### src/rtl/morse_decoder_pkg.sv
// Shared character codes, FSM state encodings and pattern widths for the Morse front end.
// Character codes match the display path: 0-9 -> 0..9, A-Z -> 10..35, NONE -> 63 (blank).
`ifndef MORSE_DEFINES_SVH
`define MORSE_DEFINES_SVH
`define CHAR_W 6
`define CHAR_CODE_0 6'd0
`define CHAR_CODE_1 6'd1
`define CHAR_CODE_2 6'd2
`define CHAR_CODE_3 6'd3
`define CHAR_CODE_4 6'd4
`define CHAR_CODE_5 6'd5
`define CHAR_CODE_6 6'd6
`define CHAR_CODE_7 6'd7
`define CHAR_CODE_8 6'd8
`define CHAR_CODE_9 6'd9
`define CHAR_CODE_A 6'd10
`define CHAR_CODE_B 6'd11
`define CHAR_CODE_C 6'd12
`define CHAR_CODE_D 6'd13
`define CHAR_CODE_E 6'd14
`define CHAR_CODE_F 6'd15
`define CHAR_CODE_G 6'd16
`define CHAR_CODE_H 6'd17
`define CHAR_CODE_I 6'd18
`define CHAR_CODE_J 6'd19
`define CHAR_CODE_K 6'd20
`define CHAR_CODE_L 6'd21
`define CHAR_CODE_M 6'd22
`define CHAR_CODE_N 6'd23
`define CHAR_CODE_O 6'd24
`define CHAR_CODE_P 6'd25
`define CHAR_CODE_Q 6'd26
`define CHAR_CODE_R 6'd27
`define CHAR_CODE_S 6'd28
`define CHAR_CODE_T 6'd29
`define CHAR_CODE_U 6'd30
`define CHAR_CODE_V 6'd31
`define CHAR_CODE_W 6'd32
`define CHAR_CODE_X 6'd33
`define CHAR_CODE_Y 6'd34
`define CHAR_CODE_Z 6'd35
`define CHAR_CODE_NONE 6'd63
`define MORSE_ST_IDLE 2'd0
`define MORSE_ST_MARK 2'd1
`define MORSE_ST_SPACE 2'd2
`define MORSE_ST_EMIT 2'd3
`endif

package morse_decoder_pkg;

  localparam int LEN_W = 3;
  localparam int PAT_W = 5;
  localparam logic [LEN_W-1:0] MAX_LEN = 3'd5;

  typedef enum logic [1:0] {
    ST_IDLE  = `MORSE_ST_IDLE,
    ST_MARK  = `MORSE_ST_MARK,
    ST_SPACE = `MORSE_ST_SPACE,
    ST_EMIT  = `MORSE_ST_EMIT
  } state_e;

endpackage

### src/rtl/morse_decoder_lut.sv
// morse_lut: combinational Morse pattern lookup; the first element is the MSB of the
// len-bit field and 1 means dash. Unmapped len/pattern pairs give hit=0 and CHAR_CODE_NONE.
module morse_lut
  import morse_decoder_pkg::*;
(
  input  logic [LEN_W-1:0]   len,
  input  logic [PAT_W-1:0]   pattern,
  output logic [`CHAR_W-1:0] code,
  output logic               hit
);

  logic [PAT_W-1:0]       mask;
  logic [LEN_W+PAT_W-1:0] key;

  // Bits above len are stale shift history, so they are masked out before matching.
  always_comb begin
    mask = (5'b00001 << len) - 5'd1;
    key  = {len, pattern & mask};
    code = `CHAR_CODE_NONE;
    hit  = 1'b1;
    case (key)
      8'b001_00000: code = `CHAR_CODE_E;
      8'b001_00001: code = `CHAR_CODE_T;
      8'b010_00000: code = `CHAR_CODE_I;
      8'b010_00001: code = `CHAR_CODE_A;
      8'b010_00010: code = `CHAR_CODE_N;
      8'b010_00011: code = `CHAR_CODE_M;
      8'b011_00000: code = `CHAR_CODE_S;
      8'b011_00001: code = `CHAR_CODE_U;
      8'b011_00010: code = `CHAR_CODE_R;
      8'b011_00011: code = `CHAR_CODE_W;
      8'b011_00100: code = `CHAR_CODE_D;
      8'b011_00101: code = `CHAR_CODE_K;
      8'b011_00110: code = `CHAR_CODE_G;
      8'b011_00111: code = `CHAR_CODE_O;
      8'b100_00000: code = `CHAR_CODE_H;
      8'b100_00001: code = `CHAR_CODE_V;
      8'b100_00010: code = `CHAR_CODE_F;
      8'b100_00100: code = `CHAR_CODE_L;
      8'b100_00110: code = `CHAR_CODE_P;
      8'b100_00111: code = `CHAR_CODE_J;
      8'b100_01000: code = `CHAR_CODE_B;
      8'b100_01001: code = `CHAR_CODE_X;
      8'b100_01010: code = `CHAR_CODE_C;
      8'b100_01011: code = `CHAR_CODE_Y;
      8'b100_01100: code = `CHAR_CODE_Z;
      8'b100_01101: code = `CHAR_CODE_Q;
      8'b101_11111: code = `CHAR_CODE_0;
      8'b101_01111: code = `CHAR_CODE_1;
      8'b101_00111: code = `CHAR_CODE_2;
      8'b101_00011: code = `CHAR_CODE_3;
      8'b101_00001: code = `CHAR_CODE_4;
      8'b101_00000: code = `CHAR_CODE_5;
      8'b101_10000: code = `CHAR_CODE_6;
      8'b101_11000: code = `CHAR_CODE_7;
      8'b101_11100: code = `CHAR_CODE_8;
      8'b101_11110: code = `CHAR_CODE_9;
      default:      hit  = 1'b0;
    endcase
  end

endmodule

### src/rtl/morse_decoder.sv
// morse_decoder: times a synchronised Morse key in tick_en units, builds dot/dash patterns
// and emits one character per letter gap. Define MORSE_ERR_HOLD_EN to add the err output.
module morse_decoder
  import morse_decoder_pkg::*;
#(
  parameter int DASH_MIN_TICKS = 2,
  parameter int GAP_TICKS      = 3,
  parameter int CNT_W          = 4
) (
  input  logic               clk,
  input  logic               rst_n,
  input  logic               tick_en,
  input  logic               key_in,
  output logic [`CHAR_W-1:0] char,
  output logic               char_valid,
`ifdef MORSE_ERR_HOLD_EN
  output logic               err,
`endif
  output logic               busy
);

  localparam logic [CNT_W-1:0] DASH_MIN = CNT_W'(DASH_MIN_TICKS);
  localparam logic [CNT_W-1:0] GAP_LAST = CNT_W'(GAP_TICKS - 1);
  localparam logic [CNT_W-1:0] CNT_MAX  = '1;

  logic               key_meta_q, key_s_q;
  state_e             state_q, state_d;
  logic [CNT_W-1:0]   cnt_q, cnt_d, cnt_inc;
  logic [PAT_W-1:0]   pattern_q, pattern_d;
  logic [LEN_W-1:0]   len_q, len_d;
  logic               ovf_q, ovf_d;
  logic [`CHAR_W-1:0] char_q, char_d;
  logic               char_valid_q, char_valid_d;
  logic               err_q, err_d;
  logic [`CHAR_W-1:0] lut_code;
  logic               lut_hit;
  logic               is_dash;

  morse_lut u_lut (
    .len     (len_q),
    .pattern (pattern_q),
    .code    (lut_code),
    .hit     (lut_hit)
  );

  always_ff @(posedge clk or negedge rst_n) begin
    if (!rst_n) begin
      key_meta_q   <= 1'b0;
      key_s_q      <= 1'b0;
      state_q      <= ST_IDLE;
      cnt_q        <= '0;
      pattern_q    <= '0;
      len_q        <= '0;
      ovf_q        <= 1'b0;
      char_q       <= `CHAR_CODE_NONE;
      char_valid_q <= 1'b0;
      err_q        <= 1'b0;
    end else begin
      key_meta_q   <= key_in;
      key_s_q      <= key_meta_q;
      state_q      <= state_d;
      cnt_q        <= cnt_d;
      pattern_q    <= pattern_d;
      len_q        <= len_d;
      ovf_q        <= ovf_d;
      char_q       <= char_d;
      char_valid_q <= char_valid_d;
      err_q        <= err_d;
    end
  end

  assign cnt_inc = (cnt_q == CNT_MAX) ? cnt_q : cnt_q + CNT_W'(1);
  assign is_dash = (cnt_q >= DASH_MIN);

  // Key edges are tested before tick_en so a coincident tick is never counted.
  always_comb begin
    state_d      = state_q;
    cnt_d        = cnt_q;
    pattern_d    = pattern_q;
    len_d        = len_q;
    ovf_d        = ovf_q;
    char_d       = char_q;
    char_valid_d = 1'b0;
    err_d        = err_q;
    case (state_q)
      ST_IDLE: begin
        if (key_s_q) begin
          state_d = ST_MARK;
          cnt_d   = '0;
        end
      end
      ST_MARK: begin
        if (!key_s_q) begin
          cnt_d = '0;
          if (cnt_q == '0) begin
            state_d = (len_q == '0) ? ST_IDLE : ST_SPACE;
          end else begin
            state_d = ST_SPACE;
            if (len_q == MAX_LEN) begin
              ovf_d = 1'b1;
            end else begin
              pattern_d = {pattern_q[PAT_W-2:0], is_dash};
              len_d     = len_q + LEN_W'(1);
            end
          end
        end else if (tick_en) begin
          cnt_d = cnt_inc;
        end
      end
      ST_SPACE: begin
        if (key_s_q) begin
          state_d = ST_MARK;
          cnt_d   = '0;
        end else if (tick_en) begin
          cnt_d = cnt_inc;
          if (cnt_q >= GAP_LAST) state_d = ST_EMIT;
        end
      end
      ST_EMIT: begin
        char_valid_d = 1'b1;
`ifdef MORSE_ERR_HOLD_EN
        if (ovf_q || !lut_hit) begin
          err_d = 1'b1;
        end else begin
          err_d  = 1'b0;
          char_d = lut_code;
        end
`else
        char_d = (ovf_q || !lut_hit) ? `CHAR_CODE_NONE : lut_code;
`endif
        pattern_d = '0;
        len_d     = '0;
        ovf_d     = 1'b0;
        cnt_d     = '0;
        state_d   = ST_IDLE;
      end
      default: state_d = ST_IDLE;
    endcase
  end

  always_comb begin
    busy       = (state_q == ST_MARK) || (state_q == ST_SPACE);
    char       = char_q;
    char_valid = char_valid_q;
  end

`ifdef MORSE_ERR_HOLD_EN
  assign err = err_q;
`else
  logic unused_err;
  assign unused_err = err_q;
`endif

endmodule
### config.mk
export PLATFORM = sky130hd
export DESIGN_NAME = morse_decoder
export DESIGN_NICKNAME = d
export VERILOG_FILES = /design/src/rtl/morse_decoder_pkg.sv /design/src/rtl/morse_decoder_lut.sv /design/src/rtl/morse_decoder.sv
export SDC_FILE = /design/constraint.sdc
export NUM_CORES = 1
export LEC_CHECK = 0
export BUFFER_PORTS_ARGS = -buffer_cell sky130_fd_sc_hd__buf_2
export CORE_UTILIZATION = 61
export DETAILED_ROUTE_END_ITERATION = 8
export PLACE_DENSITY = 0.79
export SKIP_LAST_GASP = 1
export SLEW_MARGIN = 10
export SYNTH_ARGS = -nofsm -noshare
export SYNTH_HDL_FRONTEND = slang
export SYNTH_SLANG_ARGS = --single-unit
### constraint.sdc
create_clock -name clk -period 3.55 [get_ports clk]
set_input_delay 0.8875 -clock clk [delete_from_list [all_inputs] [get_ports clk]]
set_output_delay 0.8875 -clock clk [all_outputs]
set_load 0.02 [all_outputs]
Word-level counts from Yosys, hierarchy flattened
Index checks and enable logic that the tools add are counted.
{ "op_classes": {"n_addsub": 3, "order_cmp": 1, "eq_ne": 48, "shifts": 1, "mux": 30, "n_bitwise": 1, "n_reduce_logical": 11} }
{ "ops": {"columns": ["op", "n"], "rows": [
  ["6-bit one-hot mux with 36 select lines", 1],
  ["8-bit equality test (second input constant)", 22],
  ["8-bit by 7-bit equality test with 1-bit output (second input constant)", 12],
  ["36-bit OR reduction", 1],
  ["4-bit 2-to-1 mux", 5],
  ["8-bit by 6-bit equality test with 1-bit output (second input constant)", 2],
  ["4-bit one-hot mux with 4 select lines", 1],
  ["5-bit 2-to-1 mux", 3],
  ["2-bit 2-to-1 mux", 7],
  ["4-bit AND reduction", 3],
  ["2-bit != test (second input constant)", 5],
  ["5-bit one-hot mux with 2 select lines", 1],
  ["3-bit 2-to-1 mux", 3],
  ["2-bit one-hot mux with 4 select lines", 1],
  ["6-bit 2-to-1 mux", 1],
  ["3-bit != test (second input constant)", 2],
  ["3-bit one-hot mux with 2 select lines", 1],
  ["5-bit AND", 1],
  ["1-bit 2-to-1 mux", 5],
  ["1-bit by 3-bit left shift with 5-bit output (first input constant)", 1],
  ["5-bit by 1-bit subtractor with 5-bit output (second input constant)", 1],
  ["4-bit by 1-bit adder with 4-bit output (second input constant)", 1],
  ["2-bit equality test (second input constant)", 2],
  ["4-bit equality test (second input constant)", 1],
  ["other kinds (11)", 12]
]} }
{ "totals": {"reg_bits": 24, "out_inout_bits": 8} }

Logic depth before layout (Yosys ltp)
Gate-level depths: netlist of run 1.
{ "depth": {"depth_word": 9, "ltp_mapped": 11, "ltp_nobuf": 8} }

Modules after synthesis
A second synthesis of run 1 with hierarchy kept.
{ "hier_totals": {"hier_cells": 248, "area_unflattened_um2": 2039.5} }
{ "modules_own_cells": {"columns": ["module", "instances", "cells_each", "area_per_inst_um2"], "rows": [
  ["morse_decoder", 1, 131, 1293.7],
  ["morse_lut", 1, 117, 745.7]
]} }

Worst setup path before layout of run 1
OpenSTA, ideal clock, no wires.
{ "synth_path": {"kind": "register to register", "startpoint": "register len_q[1]", "endpoint": "register char_q[4], in the netlist char[4]", "setup_time_ps": 77, "arrival_ps": 2642, "path_slack_ps": 831, "stages_incl_launch_ff": 12, "path_buffers": 3, "cell_sequence": "dfrtp_1 clkbuf_1 inv_1 ha_1 buf_6 or3_1 buf_6 a2111oi_4 a211oi_2 nor3_4 o2111ai_2 a31oi_1"} }
{ "synth_between": {"elab_chain_cells": 9, "elab_cells_between_ends": 45, "classes_between": "1 x add/sub; 36 x eq/ne; 1 x shift; 3 x mux; 1 x bitwise; 3 x reduce/logical"} }
{ "synth_rtl": {"columns": ["element", "line_no", "source"], "rows": [
  ["from (decl)", "morse_decoder.sv:30", "logic [LEN_W-1:0] len_q, len_d;"],
  ["from (signal assigned)", "morse_decoder.sv:64", "len_q <= len_d;"],
  ["1-bit by 3-bit left shift with 5-bit output", "morse_decoder_lut.sv:17", "mask = (5'b00001 << len) - 5'd1;"],
  ["5-bit by 1-bit subtractor with 5-bit output", "morse_decoder_lut.sv:17", null],
  ["5-bit AND", "morse_decoder_lut.sv:18", "key = {len, pattern & mask};"],
  ["8-bit by 6-bit equality test with 1-bit output, or another cell as far along", "morse_decoder_lut.sv:21", "case (key)"],
  ["36-bit OR reduction (no line)", null, null],
  ["1-bit 2-to-1 mux", "morse_decoder_lut.sv:21", null],
  ["1-bit zero test", "morse_decoder.sv:129", "char_d = (ovf_q || !lut_hit) ? `CHAR_CODE_NONE : lut_code;"],
  ["1-bit logical OR", "morse_decoder.sv:129", null],
  ["6-bit 2-to-1 mux *", "morse_decoder.sv:129", null],
  ["to (signal assigned)", "morse_decoder.sv:55", "char_q <= `CHAR_CODE_NONE;"],
  ["to (signal assigned)", "morse_decoder.sv:66", "char_q <= char_d;"],
  ["to (decl)", "morse_decoder.sv:32", "logic [`CHAR_W-1:0] char_q, char_d;"]
]} }
Every way passes the cells marked *; elsewhere a longest branch is shown, timed or not.
A chain may end at the register's enable or synchronous reset.

Final worst setup path of run 1
{ "layout_path": {"startpoint": "register len_q[1]", "endpoint": "register char_q[0], in the netlist char[0]"} }
Same word-level chain as after synthesis.

==> results of run 1 <==
[synth_stat cells (all sizes together), types with 2 or more instances]
master / n / share of area, %
a2111oi: 2 / 1.7
a211oi: 2 / 0.94
a21boi: 3 / 1.1
a21oi: 12 / 2.8
a22o: 3 / 1.2
a31oi: 12 / 3.8
and2: 2 / 0.59
and3: 6 / 1.8
and4: 2 / 0.82
buf: 3 / 1.2
clkbuf: 13 / 2.3
dfrtp: 18 / 21
dfstp: 6 / 7.4
ha: 13 / 7.7
inv: 12 / 2.1
mux2i: 6 / 2.8
nand2: 21 / 3.7
nand2b: 6 / 1.8
nand3: 9 / 2.1
nand3b: 2 / 0.71
nand4: 3 / 0.88
nand4b: 2 / 0.82
nor2: 23 / 4.1
nor2b: 5 / 1.5
nor3: 9 / 2.7
nor4: 3 / 0.88
o2111ai: 3 / 1.8
o21a: 3 / 1.1
o21ai: 26 / 6.1
o22ai: 3 / 0.88
o31ai: 2 / 0.71
o32ai: 3 / 1.2
xnor2: 4 / 1.6
[logic make-up (layout without fill, tap and decap cells)]
kind of cell	Yosys count	in the layout	synth area share, %
DFF	24	24	28.6
AOI/OAI and AO/OA	83	83	27.2
xor gates and xnor gates	5	5	2.06
muxes	6	6	2.83
adders and majority gates	13	13	7.66
buffers and inverters	28	30	5.65
and+or+nand+nor	102	102	26.0
[power by group through the flow]
stage	clock, mW	combinational [mW]	sequential (mW)
floorplan	0	0.657	0.457
global placement	0	0.825	0.460
finish	0.140	0.852	0.458
global route	0.158	0.938	0.471
detailed placement	0	0.825	0.461
CTS	0.145	0.833	0.456
[routing by layer]
layer | GRT usage [%] | wire [um]
met4 | 10.1 | 93
met1 | 46.7 | 2310
met5 | 0 | 0
met2 | 45.4 | 2370
met3 | 4.41 | 490
[worst register-to-register path, cell delays in order (launching register included)]
cell	delay, ns
dfrtp_1	0.68
inv_1	0.14
ha_1	0.29
or3_1	0.52
a2111oi_4	0.58
a211oi_2	0.15
nor3_4	0.22
o2111ai_2	0.21
a31oi_1	0.22
[worst max path at each step]
stage	end	cells past startpoint	slack [ns]
2_1_floorplan	char[4]$_DFFE_PN1P_	11	0.83
3_3_place_gp	char[4]$_DFFE_PN1P_	8	0.73
3_5_place_dp	char[3]$_DFFE_PN1P_	8	0.58
4_1_cts	char[0]$_DFFE_PN1P_	8	0.52
5_1_grt	char[0]$_DFFE_PN1P_	8	0.27
6_report	char[0]$_DFFE_PN1P_	8	0.48
[sequential cells by signal, indices dropped and copies added, names as in the netlist]
register and count:
char 6, key_meta_q 1, cnt_q 4, key_s_q 1, ovf_q 1, state_q 2
char_valid 1, pattern_q 5, len_q 3
[layout make-up]
class | count | area share (%)
Multi-Input combinational cell | 209 | 62.9
Tap cell | 46 | 2.59
Clock buffer | 4 | 1.63
Timing Repair Buffer | 14 | 3.49
Sequential cell | 24 | 27.4
Inverter | 12 | 2.03
[per-stage QoR]
| stage | utilization [%] | cell area, um^2 | instances |
|---|---|---|---|
| floorplan | - | 2120 | 261 |
| global placement | 65.5 | 2180 | 305 |
| detailed placement | 65.5 | 2180 | 305 |
| CTS | 66.6 | 2220 | 309 |
| global route | 66.6 | 2220 | 309 |
| finish | 66.6 | 2220 | 309 |
==> key figures, run 1 <==
Run status
  • Outcome: finished, final reports clean

Placed design
  • Port Buf Inserts: 11
  • Worst slack, placed: 0.581 ns
  • Routability cong.: around 1.0
  • Dpl hpwl: roughly 3800 um

Critical path
  • Class of the most critical setup path: flip-flop to flip-flop
  • CP max-delay cell: dfrtp_1
  • CP max stage delay: 0.68 ns
  • Crit path max fanout: 16
  • Bufs and invs on worst path: 1
  • Crit end category: flip-flop
  • Worst Path Arrival: 3.30 ns
  • Startpoint class of the critical path: flip-flop
  • R2R Path End: char[0]$_DFFE_PN1P_
  • R2r startpoint: len_q[1]$_DFFE_PN0P_
  • Launch point of the critical path: len_q[1]$_DFFE_PN0P_
  • FF-to-FF path depth: 8
  • CP delay by family, top: compound AO/OA/AOI/OAI gates
  • Worst EP required: 3.78 ns
  • Crit path cell chain: inv_1, ha_1, or3_1, a2111oi_4, a211oi_2, nor3_4, o2111ai_2, a31oi_1
  • Worst R2R Setup Slack: 0.48 ns

Timing
  • Period minus WS final: 3.07 ns
  • Slew @ Worst Pin: 0.693 ns
  • Setup ws final: 0.484 ns
  • Final number of setup-violating endpoints: 0
  • Fmax: 326 MHz
  • Clock skew: between 0.009 and 0.01 ns
  • Final Max Tran Viols: 0
  • Final hold vios: 0
  • Hold slack: around 0.36 ns
  • RSZ-0062 raised after global routing: false
  • Period utilisation layout: 86.4%
  • Max_slew headroom: 53.5%
  • Setup TNS: 0 ns

Route
  • Final ANT Viol Nets: 0
  • Iteration-0 DRC Markers: 318
  • Vias: 2073
  • 1st-pass router iterations: 5
  • Vias/cell: 6.71
  • Per-cell routed wire length: between 15 and 20 um
  • DRT Wirelength: 5270 um
  • DRC errors left: 0

Pwr
  • P_int: 732 uW
  • Switching Power: 718 uW
  • Switching Fraction: 49.5%
  • Worst VDD drop: 472 uV
  • Sequential Power Share: 31.6%
  • Pwr dens: 653 mW/mm^2
  • Logic pwr share: between 50% and 60%
  • Total power: 1.45 mW
  • Clock power share: 9.7%
  • P_leak: 0.895 nW

Hold path
  • Worst hold path endpoint: key_s_q$_DFF_PN0_
  • Min-delay src: key_meta_q$_DFF_PN0_
  • Hold path cells: 0
  • Hold crit path type: flip-flop to flip-flop

Global routing
  • Largest net degree at the start of global routing: 29
  • Total GRT Usage: 30.8%
  • Total gr overflow: 0
  • Initial antenna violation count: 0
  • Number of global-route vias before repair: roughly 1700
  • First-pass GRT wire length: between 8000 and 9000 um

Logic synthesis
  • Synth Instances: around 260
  • Post-synth net total: 278
  • Most used DFF post-synth: dfrtp_1
  • Post-synth cell types: roughly 60
  • Post-Syn Area: around 0.0021 mm^2
  • Number of flops mapped to enable cells by yosys: 0
  • FFs w/ async S/R, synth: 100%
  • Seq cells post-synth: 24
  • Post-synthesis average cell area: 8.14 um^2
  • Seq/Total Area, Yosys: 28.6%
  • Synth warn: 0

Finish
  • Layout fillers: around 300
  • Area of the multi-input gates: 0.00140 mm^2
  • Layout cells sized above 1: 12.2%
  • Reg area: 608 um^2
  • Most frequent cells in the layout: 23 x nor2_1, 23 x o21ai_0, 21 x nand2_1
  • Layout Nets: 281
  • Area delta synth->final: 4.53%
  • N_diodes: 0

Clock tree
  • Clock Pin Slew Worst Setup and Hold Paths: 0.13 ns
  • # clock sinks: 24
  • Clock buffer count from CTS: 3
  • Cts hold-fix bufs: 0
  • CTS tree: done
  • Clock Path Buffers: 2
  • CTS root buffer: clkbuf_4
  • CTS H-tree lvls: 1
  • Post-cts gate resize count: 0
  • # Post-CTS Setup Buffers: 0
  • Clock latency on the worst-skew pair: 0.31 ns

Floorplanning
  • Die Width: 61.0 um
  • Rows: 21
  • Core Region: 0.00334 mm^2
  • Starting Density: a little under two thirds
  • DIE HEIGHT: 61.0 um
  • Ports: 12
  • Total die area: between 0.003 and 0.004 mm^2

Flow run
  • Max-cap viol count: 0
Note: power is estimated with default switching activity, not from simulation.
==> inputs of run 2 (changes only) <==
Settings changed: CORE_MARGIN from default to 2, CORE_UTILIZATION 61 to 63, CTS_BUF_LIST from default to sky130_fd_sc_hd__clkbuf_2, PLACE_DENSITY 0.79 to 0.81.
==> run 2 against run 1 <==
Power decreased by 2.7%. Maximum frequency about the same. Clock power decreased by 26%. Largest cell class unchanged. Register-to-register slack about the same. Combinational power about the same. Wire length increased by 2.0%.
==> key figures, run 2 (same netlist as run 1, synthesis figures left out) <==
Route
  • DRT Wirelength: 5370 um (+2.0%)
  • DRC errors left: 0 (unchanged)
  • Vias: 2051 (-1.1%)
  • Per-cell routed wire length: 17.4 um (+2.0%)
  • Final ANT Viol Nets: 0 (unchanged)
  • Iteration-0 DRC Markers: 259 (-19%)
  • Vias/cell: 6.64 (-1.1%)
  • 1st-pass router iterations: 5 (unchanged)

Pwr
  • Pwr dens: 640 mW/mm^2 (-2.0%)
  • Switching Fraction: 50.4% (+0.88 points)
  • P_leak: 0.891 nW (-0.49%)
  • Logic pwr share: 60.5% (+1.7 points)
  • Switching Power: 711 uW (-1.0%)
  • Sequential Power Share: 32.2% (+0.6 points)
  • Worst VDD drop: 436 uV (-7.7%)
  • P_int: 699 uW (-4.4%)
  • Clock power share: 7.3% (-2.4 points)

Timing
  • Final hold vios: 0 (unchanged)
  • Final number of setup-violating endpoints: 0 (unchanged)
  • Period utilisation layout: 86.3% (about the same)
  • Slew @ Worst Pin: 0.667 ns (-0.0257 ns)
  • Final Max Tran Viols: 0 (unchanged)
  • Fmax: 326 MHz (about the same)
  • Clock skew: 0.0203 ns (+0.0109 ns)
  • Period minus WS final: 3.06 ns (-0.00161 ns)
  • Max_slew headroom: 55.1% (+1.6 points)
  • RSZ-0062 raised after global routing: false
  • Setup TNS: 0 ns (unchanged)

Floorplanning
  • Core Region: 0.00328 mm^2 (-1.6%)
  • Ports: 12 (unchanged)
  • DIE HEIGHT: 62.1 um (+1.7%)
  • Rows: 21 (unchanged)
  • Total die area: 0.00385 mm^2 (+3.5%)
  • Die Width: 62.1 um (+1.7%)
  • Starting Density: 64.7% (+1.0 points)

Clock tree
  • # clock sinks: 24 (unchanged)
  • Post-cts gate resize count: 0 (unchanged)
  • Clock Pin Slew Worst Setup and Hold Paths: 0.21 ns (+0.08 ns)
  • CTS H-tree lvls: 1 (unchanged)
  • CTS tree: done
  • CTS root buffer: clkbuf_2
  • Clock Path Buffers: 2 (unchanged)
  • # Post-CTS Setup Buffers: 0 (unchanged)
  • Clock buffer count from CTS: 3 (unchanged)
  • Cts hold-fix bufs: 0 (unchanged)
  • Clock latency on the worst-skew pair: 0.32 ns (about the same)

Global routing
  • First-pass GRT wire length: 8400 um (about the same)
  • Initial antenna violation count: 0 (unchanged)
  • Total GRT Usage: 29.8% (-1.1 points)
  • Total gr overflow: 0 (unchanged)
  • Largest net degree at the start of global routing: 29 (unchanged)
  • Number of global-route vias before repair: 1728 (-1.1%)

Finish
  • Layout cells sized above 1: 12.2% (unchanged)
  • Layout Cells excl Fill: 309 (unchanged)
  • Layout Nets: 281 (unchanged)
  • Layout fillers: 265 (-10%)
  • Max reg flops: 6 (unchanged)
  • Area delta synth->final: 3.77%
  • Most frequent cells in the layout: 23 x nor2_1, 23 x o21ai_0, 21 x nand2_1
  • N_diodes: 0 (unchanged)

Placed design
  • Port Buf Inserts: 11 (unchanged)
  • Routability cong.: 0.992 (-1.5%)
  • DP Cell Count: 305 (unchanged)
  • Dpl hpwl: 4000 um (+5.6%)

Critical path
  • Crit end category: flip-flop
  • Worst EP required: 3.79 ns (about the same)
  • Worst Path Arrival: 3.31 ns (about the same)
  • Class of the most critical setup path: flip-flop to flip-flop
  • Crit path max fanout: 16 (unchanged)
  • Startpoint class of the critical path: flip-flop

Hold path
  • Hold crit path type: flip-flop to flip-flop

Run status
  • Outcome: finished, final reports clean

Flow run
  • Max-cap viol count: 0 (unchanged)
## run 2: final cells by class
type                    instances  area (um^2)  share of cell area (%)
repair buffers                 14         77.6                    3.52
well taps                      46         57.6                    2.61
multi-input cells             209         1400                    63.3
inverters                      12         45.0                    2.04
flip-flops and latches         24          608                    27.6
clock buffers                   4         20.0                   0.908
## run 2: path summary, 6_finish.rpt
path                                        end                 start  cells after the start  slack (ns)
max in group asynchronous   char[3]$_DFFE_PN1P_                 rst_n                      1        2.68
min in group asynchronous  cnt_q[3]$_DFFE_PN0P_                 rst_n                      1        0.48
max reg2reg                 char[0]$_DFFE_PN1P_  len_q[1]$_DFFE_PN0P_                      8        0.49
max                         char[0]$_DFFE_PN1P_  len_q[1]$_DFFE_PN0P_                      8        0.49
min                           key_s_q$_DFF_PN0_  key_meta_q$_DFF_PN0_                      0        0.38
min reg2reg                   key_s_q$_DFF_PN0_  key_meta_q$_DFF_PN0_                      0        0.38
## run 2: layer usage
metal | part of all wire (%) | vias up | wire (um) | global-route usage, %
li1 | - | 973 | - | -
met1 | 45 | 955 | 2440 | 45.6
met2 | 45 | 115 | 2430 | 42.7
met3 | 8.1 | 8 | 435 | 5.18
met4 | 1.2 | 0 | 65 | 8.81
met5 | 0 | - | 0 | 0
## run 2: stage by stage
stage               hold WS, ns  cell area, um^2  power, mW  setup slack [ns]  util [%]
global placement          0.338             2180       1.28             0.733      66.5
global route              0.386             2200       1.53             0.230      67.1
CTS                       0.382             2200       1.40             0.503      67.1
floorplan                 0.331             2120       1.11             0.831         -
finish                    0.376             2200       1.41             0.485      67.1
detailed placement        0.340             2180       1.29             0.597      66.5
## run 2: worst max-delay path: stages (launching register included)
cell and delay (ns):
dfrtp_1 0.70, inv_1 0.12, ha_1 0.28, or3_1 0.52, a2111oi_4 0.60, a211oi_2 0.15
nor3_4 0.21, o2111ai_2 0.19, a31oi_1 0.22
## run 2: power by group through the flow
| stage | clock network [mW] | registers, mW | logic [mW] |
|---|---|---|---|
| 3_3_place_gp | 0 | 0.455 | 0.821 |
| 5_1_grt | 0.122 | 0.468 | 0.943 |
| 4_1_cts | 0.109 | 0.452 | 0.840 |
| 2_1_floorplan | 0 | 0.457 | 0.657 |
| 3_5_place_dp | 0 | 0.457 | 0.837 |
| 6_report | 0.103 | 0.454 | 0.853 |
==> inputs of run 3 (changes only) <==
Settings changed: CORE_UTILIZATION 63 to 65, PLACE_DENSITY 0.81 to 0.83.
Clock period 3.55 ns to 3.95 ns, I/O delays scaled along.
==> run 3 against run 2 <==
Design area fell by 0.79%. Clock power about the same. Power down 9.5%. Wire length rose by 4.6%. Maximum frequency shrank 2.7%. Core utilization grew 3.9 points. Sequential share of layout area increased by 0.22 points. Count of clock-buffer cells in the layout is the same. Setup slack gained 0.31 ns.
==> key figures, run 3 (same netlist as run 1, synthesis figures left out) <==
Placed design
  • Port Buf Inserts: 11 (unchanged)
  • Worst slack, placed: 0.895 ns (+0.298 ns)
  • DP Cell Count: 301 (-1.3%)
  • Dpl hpwl: 4110 um (+2.7%)
  • Routability cong.: 1.04 (+4.6%)
  • Area after DPL: 0.00217 mm^2 (-0.80%)

Floorplanning
  • Die Width: 61.2 um (-1.4%)
  • Starting Density: 69.0% (+4.3 points)
  • DIE HEIGHT: 61.2 um (-1.4%)
  • Rows: 20 (-4.8%)
  • Core Region: 0.00308 mm^2 (-6.3%)
  • Ports: 12 (unchanged)
  • Total die area: 0.00374 mm^2 (-2.9%)

Critical path
  • Crit end category: flip-flop
  • Class of the most critical setup path: flip-flop to flip-flop
  • Crit path max fanout: 19 (+3)
  • FF-to-FF path depth: 8 (unchanged)
  • R2r startpoint: len_q[0]$_DFFE_PN0P_
  • CP max stage delay: 0.76 ns (+0.06 ns)
  • Startpoint class of the critical path: flip-flop
  • CP delay by family, top: compound AO/OA/AOI/OAI gates
  • Worst EP required: 4.24 ns (+0.45 ns)
  • CP max-delay cell: dfrtp_1
  • Worst Path Arrival: 3.44 ns (+0.13 ns)
  • R2R Path End: char[1]$_DFFE_PN1P_
  • Cell repeated most along the worst path: a31oi_1
  • Crit path cell chain: inv_1, ha_1, o311ai_0, o2111ai_2, o31ai_1, a31oi_1, a21boi_0, a31oi_1
  • Worst R2R Setup Slack: 0.80 ns (+0.31 ns)
  • Bufs and invs on worst path: 1 (unchanged)

Hold path
  • Min-delay src: key_meta_q$_DFF_PN0_
  • Hold crit path type: flip-flop to flip-flop
  • Worst hold path endpoint: key_s_q$_DFF_PN0_
  • Hold path cells: 0 (unchanged)

Finish
  • Post-layout util: 71.1% (+3.9 points)
  • Layout cells sized above 1: 11.5% (-0.67 points)
  • Final Instance Area: 0.00219 mm^2 (-0.79%)
  • Most frequent cells in the layout: 23 x nor2_1, 23 x o21ai_0, 21 x nand2_1
  • N_diodes: 0 (unchanged)
  • Area delta synth->final: 2.94%
  • Layout Cells excl Fill: 305 (-1.3%)
  • Layout Nets: 279 (-0.71%)
  • Max reg flops: 6 (unchanged)

Timing
  • Fmax: 317 MHz (-2.7%)
  • RSZ-0062 raised after global routing: false
  • Clock skew: 0.00398 ns (-0.0163 ns)
  • Final number of setup-violating endpoints: 0 (unchanged)
  • Final hold vios: 0 (unchanged)
  • Hold slack: 0.389 ns (+0.0125 ns)
  • Final Max Tran Viols: 0 (unchanged)
  • Max_slew headroom: 54.4% (-0.67 points)
  • Slew @ Worst Pin: 0.675 ns (+0.00761 ns)
  • Setup TNS: 0 ns (unchanged)
  • Period utilisation layout: 79.7% (-6.6 points)
  • Period minus WS final: 3.15 ns (+0.0853 ns)
  • Setup ws final: 0.800 ns (+0.315 ns)

Route
  • DRT Wirelength: 5620 um (+4.6%)
  • Final ANT Viol Nets: 0 (unchanged)
  • Iteration-0 DRC Markers: 273 (+5.4%)
  • DRC errors left: 0 (unchanged)
  • Vias: 2140 (+4.3%)
  • 1st-pass router iterations: 8 (+3)
  • Vias/cell: 7.02 (+5.7%)
  • Per-cell routed wire length: 18.4 um (+6.0%)

Global routing
  • Number of global-route vias before repair: 1872 (+8.3%)
  • Initial antenna violation count: 0 (unchanged)
  • Largest net degree at the start of global routing: 29 (unchanged)
  • First-pass GRT wire length: 9060 um (+7.8%)
  • Total gr overflow: 0 (unchanged)
  • Total GRT Usage: 32.6% (+2.9 points)

Clock tree
  • # clock sinks: 24 (unchanged)
  • CTS H-tree lvls: 1 (unchanged)
  • CTS tree: done
  • Clock Path Buffers: 2 (unchanged)
  • CTS root buffer: clkbuf_2
  • # Post-CTS Setup Buffers: 0 (unchanged)
  • Cts hold-fix bufs: 0 (unchanged)
  • Clock buffer count from CTS: 3 (unchanged)
  • Clock latency on the worst-skew pair: 0.34 ns (+0.02 ns)
  • Clock Pin Slew Worst Setup and Hold Paths: 0.23 ns (+0.02 ns)
  • Post-cts gate resize count: 0 (unchanged)

Pwr
  • Pwr dens: 583 mW/mm^2 (-8.8%)
  • Worst VDD drop: 315 uV (-28%)
  • Total power: 1.28 mW (-9.5%)
  • P_leak: 0.881 nW (-1.2%)

Run status
  • Outcome: finished, final reports clean

Flow run
  • Max-cap viol count: 0 (unchanged)
-- run 3: changes by cell type in the layout (fill, tap and decap cells not counted) --
cell / before / now
buf_4: 3 / 1
-- run 3: worst max path at each step --
stage / slack (ns) / to / from / cells after the start
after floorplan: 1.23 / char[4]$_DFFE_PN1P_ / len_q[1]$_DFFE_PN0P_ / 11
after global placement: 0.99 / char[3]$_DFFE_PN1P_ / len_q[0]$_DFFE_PN0P_ / 8
after detailed placement: 0.89 / char[5]$_DFFE_PN1P_ / len_q[0]$_DFFE_PN0P_ / 8
after CTS: 0.84 / char[4]$_DFFE_PN1P_ / len_q[0]$_DFFE_PN0P_ / 8
after global routing: 0.51 / char[4]$_DFFE_PN1P_ / len_q[0]$_DFFE_PN0P_ / 8
final: 0.80 / char[1]$_DFFE_PN1P_ / len_q[0]$_DFFE_PN0P_ / 8
-- run 3: worst reg2reg max path, delay by kind of cell, from the launching register on --
family	cells	cell delay, ns
compound gates	6	1.80
flops	1	0.76
fa+ha+maj	1	0.32
buf+inv	1	0.21
-- run 3: cell type report --
type	count	area (um^2)
Sequential cell	24	608
Inverter	12	45.0
Timing Repair Buffer	12	62.6
Clock buffer	4	20.0
Fill cell	262	891
Multi-Input combinational cell	209	1400
Tap cell	44	55.1
-- run 3: where the power goes --
group / total, mW / switching, mW / leakage [nW] / internal [mW]
sequential: 0.425 / 0.0967 / 0.301 / 0.328
combinational: 0.749 / 0.484 / 0.563 / 0.266
clock: 0.102 / 0.0752 / 0.0166 / 0.0267
total: 1.28 / 0.656 / 0.881 / 0.621
-- run 3: routing by layer --
layer	track usage, %	part of all wire (%)	routed length, um
met2	51.7	45	2560
met4	14.3	5.5	309
met3	5.67	8.9	499
met5	0	0	0
met1	43.8	40	2260
